--- src/rtl/wb_stage.sv ---
// ============================================================================
// Module      : wb_stage
// Description : Write-back stage. Retires ALU results, waits on data-memory
//               responses for loads, then extracts and extends the load data
//               for the register-file write port.
//               Optional: WB_INSTRET_EN adds a 64-bit retired-instruction count.
// Revision    : 1.0 - initial release
// ============================================================================
`default_nettype none

module wb_stage #(
   parameter int DATA_WIDTH  = 32,
   parameter int RADDR_WIDTH = 5
) (
   input  logic                   clk_in,
   input  logic                   reset_in,
   input  logic                   mem_valid_in,
   input  logic                   mem_we_in,
   input  logic [RADDR_WIDTH-1:0] mem_waddr_in,
   input  logic [DATA_WIDTH-1:0]  mem_result_in,
   input  logic                   mem_is_load_in,
   input  logic [2:0]             mem_funct3_in,
   input  logic [1:0]             mem_addr_lo_in,
   input  logic                   flush_in,
   input  logic                   dmem_rvalid_in,
   input  logic [DATA_WIDTH-1:0]  dmem_rdata_in,
   output logic                   we_out,
   output logic [RADDR_WIDTH-1:0] waddr_out,
   output logic [DATA_WIDTH-1:0]  wdata_out,
   output logic                   stall_req_out,
   output logic                   misalign_out
`ifdef WB_INSTRET_EN
   ,
   output logic [63:0]            instret_out
`endif
);

   localparam logic [1:0] S_IDLE = 2'd0;
   localparam logic [1:0] S_WB   = 2'd1;
   localparam logic [1:0] S_WAIT = 2'd2;

   logic [1:0]             r_state;
   logic [1:0]             w_next_state;
   logic                   w_stall;
   logic                   w_accept;
   logic                   w_resp;
   logic                   w_cap_misalign;
   logic [7:0]             w_byte;
   logic [15:0]            w_half;
   logic [DATA_WIDTH-1:0]  w_load_data;

   logic                   r_we;
   logic                   r_we_out;
   logic [RADDR_WIDTH-1:0] r_waddr;
   logic [DATA_WIDTH-1:0]  r_wdata;
   logic [2:0]             r_funct3;
   logic [1:0]             r_off;
   logic                   r_mis;
   logic                   r_misalign_out;

   // State register
   always_ff @(posedge clk_in or negedge reset_in) begin
      if (!reset_in) begin
         r_state <= S_IDLE;
      end else begin
         r_state <= w_next_state;
      end
   end

   // Next-state logic: S_IDLE and S_WB both capture a new instruction
   always_comb begin
      w_next_state = r_state;
      case (r_state)
         S_WAIT: begin
            if (dmem_rvalid_in) begin
               w_next_state = S_WB;
            end
         end
         default: begin
            if (w_accept) begin
               w_next_state = mem_is_load_in ? S_WAIT : S_WB;
            end else begin
               w_next_state = S_IDLE;
            end
         end
      endcase
   end

   // Output / control decode from state
   always_comb begin
      w_stall  = (r_state == S_WAIT);
      w_accept = ~w_stall & mem_valid_in & ~flush_in;
      w_resp   = w_stall & dmem_rvalid_in;
   end

   // funct3[1:0]: 00 byte, 01 half, anything else treated as a word access
   always_comb begin
      w_cap_misalign = 1'b0;
      case (mem_funct3_in[1:0])
         2'b00:   w_cap_misalign = 1'b0;
         2'b01:   w_cap_misalign = mem_addr_lo_in[0];
         default: w_cap_misalign = (mem_addr_lo_in != 2'b00);
      endcase
   end

   always_comb begin
      w_byte      = dmem_rdata_in[{r_off, 3'b000} +: 8];
      w_half      = dmem_rdata_in[{r_off[1], 4'b0000} +: 16];
      w_load_data = dmem_rdata_in;
      case (r_funct3)
         3'b000:  w_load_data = {{(DATA_WIDTH-8){w_byte[7]}}, w_byte};
         3'b100:  w_load_data = {{(DATA_WIDTH-8){1'b0}}, w_byte};
         3'b001:  w_load_data = {{(DATA_WIDTH-16){w_half[15]}}, w_half};
         3'b101:  w_load_data = {{(DATA_WIDTH-16){1'b0}}, w_half};
         default: w_load_data = dmem_rdata_in;
      endcase
   end

   always_ff @(posedge clk_in or negedge reset_in) begin
      if (!reset_in) begin
         r_we           <= 1'b0;
         r_we_out       <= 1'b0;
         r_waddr        <= '0;
         r_wdata        <= '0;
         r_funct3       <= 3'b000;
         r_off          <= 2'b00;
         r_mis          <= 1'b0;
         r_misalign_out <= 1'b0;
      end else begin
         r_misalign_out <= 1'b0;
         if (w_resp) begin
            r_wdata        <= w_load_data;
            r_we_out       <= r_we & (r_waddr != '0) & ~r_mis;
            r_misalign_out <= r_mis;
         end else if (!w_stall) begin
            if (w_accept) begin
               r_waddr <= mem_waddr_in;
               r_we    <= mem_we_in;
               if (mem_is_load_in) begin
                  r_funct3 <= mem_funct3_in;
                  r_off    <= mem_addr_lo_in;
                  r_mis    <= w_cap_misalign;
                  r_we_out <= 1'b0;
               end else begin
                  r_wdata  <= mem_result_in;
                  r_mis    <= 1'b0;
                  r_we_out <= mem_we_in & (mem_waddr_in != '0);
               end
            end else begin
               r_we_out <= 1'b0;
            end
         end
      end
   end

`ifdef WB_INSTRET_EN
   logic [63:0] r_instret;

   // A faulted (misaligned) load still passes through S_WB but does not retire
   always_ff @(posedge clk_in or negedge reset_in) begin
      if (!reset_in) begin
         r_instret <= 64'd0;
      end else if ((r_state == S_WB) && !r_mis) begin
         r_instret <= r_instret + 64'd1;
      end
   end

   assign instret_out = r_instret;
`endif

   assign we_out        = r_we_out;
   assign waddr_out     = r_waddr;
   assign wdata_out     = r_wdata;
   assign stall_req_out = w_stall;
   assign misalign_out  = r_misalign_out;

endmodule

`default_nettype wire

--- config.mk ---
export PLATFORM = sky130hd
export DESIGN_NAME = wb_stage
export DESIGN_NICKNAME = d
export VERILOG_FILES = /design/src/rtl/wb_stage.sv
export SDC_FILE = /design/constraint.sdc
export NUM_CORES = 1
export LEC_CHECK = 0
export BUFFER_PORTS_ARGS = -buffer_cell sky130_fd_sc_hd__buf_4
export CAP_MARGIN = 15
export CORE_UTILIZATION = 51
export CTS_CLUSTER_SIZE = 28
export DETAILED_ROUTE_END_ITERATION = 6
export PLACE_DENSITY = 0.86
export SLEW_MARGIN = 20
export SYNTH_ARGS = -nofsm -noshare
export SYNTH_HDL_FRONTEND = slang
export SYNTH_SLANG_ARGS = --single-unit
--- constraint.sdc ---
create_clock -name clk_in -period 3.8 [get_ports clk_in]
set_clock_uncertainty 0.1 [all_clocks]
set_input_delay 0.38 -clock clk_in [delete_from_list [all_inputs] [get_ports clk_in]]
set_output_delay 0.38 -clock clk_in [all_outputs]
set_load 0.03 [all_outputs]
==> impl_metrics.prom <==
# TYPE chip_impl_metric gauge
chip_impl_metric{name="overflow",unit=""} 0
chip_impl_metric{name="holdBufCountCts",unit=""} 0
chip_impl_metric{name="grtUsageMet3",unit=""} 0.0412
chip_impl_metric{name="place.detailed.hpwl",unit="mm"} 5.80
chip_impl_metric{name="clk_latency",unit="ns"} 0.30
chip_impl_metric{name="cts_max_level",unit=""} 2
chip_impl_metric{name="detail_route.wirelength",unit="mm"} 7.75
chip_impl_metric{name="setup_tns",unit="ns"} 0
chip_impl_metric{name="critical_path_peak_fanout",unit=""} 18
chip_impl_metric{name="switching_share",unit=""} 0.398
chip_impl_metric{name="max_freq",unit="GHz"} 0.437
chip_impl_metric{name="power_density_over_the_cells",unit="nW/um^2"} 536
chip_impl_metric{name="synth_top_area_frac",unit=""} 0.457
chip_impl_metric{name="clock_power_share",unit=""} 0.160
chip_impl_metric{name="wl_per_cell",unit="um"} 17.2
chip_impl_info{name="cell_types_with_the_largest_area_share_after_synthesis",value="sky130_fd_sc_hd__dfrtp_1, sky130_fd_sc_hd__nand2_1, sky130_fd_sc_hd__mux2i_1"} 1
chip_impl_metric{name="internal_power",unit="W"} 0.00118
chip_impl_metric{name="fin_area",unit="sq um"} 3640
chip_impl_metric{name="clock_sinks",unit=""} 48
chip_impl_metric{name="drt.antenna.violating_nets",unit=""} 0
chip_impl_metric{name="ys_async_sr_fraction",unit=""} 1.00
chip_impl_metric{name="floorplan.rows",unit=""} 25
chip_impl_metric{name="num_antenna_cells",unit=""} 0
chip_impl_metric{name="grt_pass1_vias",unit=""} 2437
chip_impl_metric{name="ys_warn_count",unit=""} 0
chip_impl_metric{name="syn_avg_cell_area",unit="sq um"} 9.77
chip_impl_metric{name="synth_sequential_area_ratio",unit=""} 0.457
chip_impl_metric{name="layout_worst_path_cycle_share",unit=""} 0.603
chip_impl_metric{name="gr-usage-met1",unit=""} 0.396
chip_impl_info{name="crit_slowest_cell",value="sky130_fd_sc_hd__nor3_1"} 1
chip_impl_metric{name="cp_data_arrival_time",unit="ns"} 2.38
chip_impl_metric{name="finalWeightedCongestion",unit=""} 0.845
chip_impl_info{name="failed_checks",value="hold timing"} 1
chip_impl_metric{name="global_route_wire_length_before_repair",unit="mm"} 11.8
chip_impl_metric{name="ratio_of_cells_with_drive_above_1_in_the_final_layout",unit=""} 0.385
chip_impl_metric{name="timing.critical_path.slowest_cell_delay",unit="ns"} 0.80
chip_impl_metric{name="power.sequential.fraction",unit=""} 0.400
chip_impl_info{name="critical_path_source_type",value="flop"} 1
chip_impl_metric{name="postCtsSetupRepairBufs",unit=""} 0
chip_impl_metric{name="area_growth",unit="%"} 38.6
chip_impl_metric{name="setup_viol",unit=""} 0
chip_impl_info{name="grt_setup_unrepaired",value="no"} 1
chip_impl_metric{name="nets",unit=""} 462
chip_impl_info{name="clock_tree_root_driver_cell",value="sky130_fd_sc_hd__clkbuf_8"} 1
chip_impl_info{name="hold_path_class",value="input pin to asynchronous set/reset pin"} 1
chip_impl_metric{name="dieHeight",unit="um"} 73.8
chip_impl_metric{name="synth_fp_nets",unit=""} 350
chip_impl_metric{name="ctsLongestPathBuffers",unit=""} 2
chip_impl_metric{name="worst_hold_slack",unit="ns"} -0.0184
chip_impl_metric{name="use_met2",unit=""} 0.478
chip_impl_metric{name="vias_per_cell",unit=""} 5.76
chip_impl_metric{name="pin_count",unit=""} 121
chip_impl_metric{name="floorplan.die_area",unit="sq um"} 5450
chip_impl_metric{name="fin_crit",unit="ns"} 2.29
chip_impl_metric{name="max-slew-margin-rel",unit=""} 0.327
chip_impl_metric{name="finished_core_util",unit=""} 0.751
chip_impl_metric{name="filler_cell_count",unit=""} 352
chip_impl_metric{name="cts_made_buffers",unit=""} 5
chip_impl_metric{name="synth_area",unit="sq um"} 2630
chip_impl_info{name="ys_dominant_reg_cell",value="sky130_fd_sc_hd__dfrtp_1"} 1
chip_impl_metric{name="final-max-slew-violation-count",unit=""} 0
chip_impl_metric{name="cap_violations",unit=""} 0
chip_impl_metric{name="path_clk_slew",unit="ns"} 0.08
chip_impl_metric{name="ir_worst_vdd",unit="uV"} 423
chip_impl_info{name="classification_of_the_worst_setup_path",value="flop to flop"} 1
chip_impl_metric{name="antenna_violations_before_repair",unit=""} 0
chip_impl_info{name="cts_tree",value="built"} 1
chip_impl_metric{name="total_switching_power",unit="W"} 0.000777
chip_impl_metric{name="dr.pass1.iters",unit=""} 4
chip_impl_metric{name="cts-resized-gates",unit=""} 0
chip_impl_metric{name="drc",unit=""} 0
chip_impl_metric{name="total_vias_in_the_final_route",unit=""} 2584
chip_impl_metric{name="placed_cell_area",unit="sq um"} 3550
chip_impl_metric{name="initial_utilization",unit=""} 0.542
chip_impl_metric{name="grt_util_all_layers",unit=""} 0.289
chip_impl_metric{name="drt_first_iter_violations",unit=""} 145
chip_impl_info{name="status",value="complete, but fails checks"} 1
chip_impl_info{name="critPathCaptureType",value="flop"} 1
chip_impl_metric{name="critical_path_required",unit="ns"} 3.89
chip_impl_metric{name="place.port_buffers",unit=""} 120
chip_impl_metric{name="synthDistinctLibCells",unit=""} 48
chip_impl_info{name="crit_chain",value="nand3b_1 > nor3_1 > nand2_1 > o2111a_1"} 1
chip_impl_metric{name="postSynthRegisterBits",unit=""} 48
chip_impl_metric{name="power_leakage",unit="nW"} 1.75
chip_impl_metric{name="synth_enable_flop_cells",unit=""} 0
chip_impl_metric{name="synth_cells",unit=""} 269
chip_impl_info{name="grt.busiest_layer",value="met2"} 1
chip_impl_info{name="synthDominantAreaCellType",value="sky130_fd_sc_hd__dfrtp_1"} 1
chip_impl_metric{name="worst_slew_pin_slew",unit="ns"} 1.01
chip_impl_metric{name="grt_max_degree",unit=""} 49
chip_impl_metric{name="fp.coreArea",unit="sq um"} 4850
chip_impl_metric{name="finalHoldViolCount",unit=""} 17
chip_impl_metric{name="total_power",unit="W"} 0.00195
chip_impl_metric{name="share_comb_of_total_power",unit=""} 0.441
chip_impl_metric{name="dieWidth",unit="um"} 73.8
## sequential cells by signal, indices dropped and copies added (netlist names), 2 cells and up
name	cells
r_state	2
waddr_out	5
r_funct3	3
r_off	2
wdata_out	32
## placed cells by master, fill, tap and decap left out, types with 5 or more instances in the layout
cell and instances:
sky130_fd_sc_hd__and3_1 6, sky130_fd_sc_hd__o22a_1 7, sky130_fd_sc_hd__o21bai_1 5, sky130_fd_sc_hd__dfrtp_1 48, sky130_fd_sc_hd__nand2_1 63, sky130_fd_sc_hd__a32oi_1 17
sky130_fd_sc_hd__o2111a_1 7, sky130_fd_sc_hd__nor2_1 8, sky130_fd_sc_hd__mux2i_1 15, sky130_fd_sc_hd__inv_1 5, sky130_fd_sc_hd__a21oi_1 7, sky130_fd_sc_hd__mux2_2 12
sky130_fd_sc_hd__clkbuf_8 6, sky130_fd_sc_hd__buf_4 123, sky130_fd_sc_hd__a22oi_1 5
## worst max-delay path, delay by kind of cell, from the launching register on
| kind | cells | cell delay (ns) |
|---|---|---|
| AOI/OAI and AO/OA | 1 | 0.18 |
| DFF | 1 | 0.38 |
| and+or+nand+nor | 3 | 1.52 |
## kinds of logic after synthesis
family / count (synthesis) / share of synthesized area
multiplexers: 27 / 0.109
AND/OR/NAND/NOR: 99 / 0.173
flip-flops: 48 / 0.457
buffers and inverters: 25 / 0.0438
AO/OA/AOI/OAI: 70 / 0.218
## synth_stat cells (2+ instances only)
cell                       instances
sky130_fd_sc_hd__nand2_1          63
sky130_fd_sc_hd__dfrtp_1          48
sky130_fd_sc_hd__a32oi_1          17
sky130_fd_sc_hd__mux2i_1          15
sky130_fd_sc_hd__mux2_2           12
sky130_fd_sc_hd__buf_2             8
sky130_fd_sc_hd__clkbuf_1          8
sky130_fd_sc_hd__nor2_1            8
sky130_fd_sc_hd__a21oi_1           7
sky130_fd_sc_hd__o2111a_1          7
sky130_fd_sc_hd__o22a_1            7
sky130_fd_sc_hd__and3_1            6
sky130_fd_sc_hd__a22oi_1           5
sky130_fd_sc_hd__inv_1             5
sky130_fd_sc_hd__o21bai_1          5
sky130_fd_sc_hd__nor3_1            4
sky130_fd_sc_hd__o21ai_0           4
sky130_fd_sc_hd__nand2b_1          3
sky130_fd_sc_hd__a31oi_1           2
sky130_fd_sc_hd__and2_1            2
sky130_fd_sc_hd__and3b_1           2
sky130_fd_sc_hd__nor3b_1           2
sky130_fd_sc_hd__o22ai_1           2
sky130_fd_sc_hd__or3_1             2
sky130_fd_sc_hd__or4_1             2
## through the flow
step	worst slack, ns	cells	hold WS (ns)
2_1_floorplan	2.11	269	-0.0156
3_3_place_gp	1.58	441	0.322
3_5_place_dp	1.50	441	0.331
4_1_cts	1.53	449	0.0111
5_1_grt	1.28	449	0.0397
6_report	1.51	449	-0.0184
## metal layers
metal  vias up  wire, um
met3         8       493
li1       1213         -
met5         -         0
met2       109      3850
met4         0        72
met1      1254      3330
## final cells by class
cell class                 instances  area, sq um  share of cell area
inverter                           7         26.3             0.00721
sequential                        48         1200               0.330
multi-input combinational        196         1320               0.362
clock buffer                       8         90.1              0.0247
timing repair buffer             123          923               0.254
tap                               67         83.8              0.0230
## power by group through the flow
| stage | clock network, W | logic, W | registers (W) |
|---|---|---|---|
| floorplan | 0 | 0.000318 | 0.000976 |
| finish | 0.000312 | 0.000861 | 0.000781 |
| CTS | 0.000315 | 0.000863 | 0.000777 |
| detailed placement | 0 | 0.000862 | 0.000787 |
| global placement | 0 | 0.000843 | 0.000780 |
| global route | 0.000336 | 0.000917 | 0.000799 |
## worst paths after layout
kind	start	to	slack, ns	cells after the start
max reg2reg	r_state[0]$_DFFE_PN0P_	wdata_out[9]$_DFFE_PN0P_	1.51	4
max in group asynchronous	reset_in	wdata_out[10]$_DFFE_PN0P_	3.19	1
min	reset_in	waddr_out[1]$_DFFE_PN0P_	-0.02	1
min in group clk_in	dmem_rvalid_in	r_state[1]$_DFFE_PN0P_	0.21	2
min reg2reg	r_we$_DFFE_PN0P_	r_we$_DFFE_PN0P_	0.42	1
max	r_state[0]$_DFFE_PN0P_	wdata_out[9]$_DFFE_PN0P_	1.51	4
No activity file was read; power rests on OpenSTA's default activity.
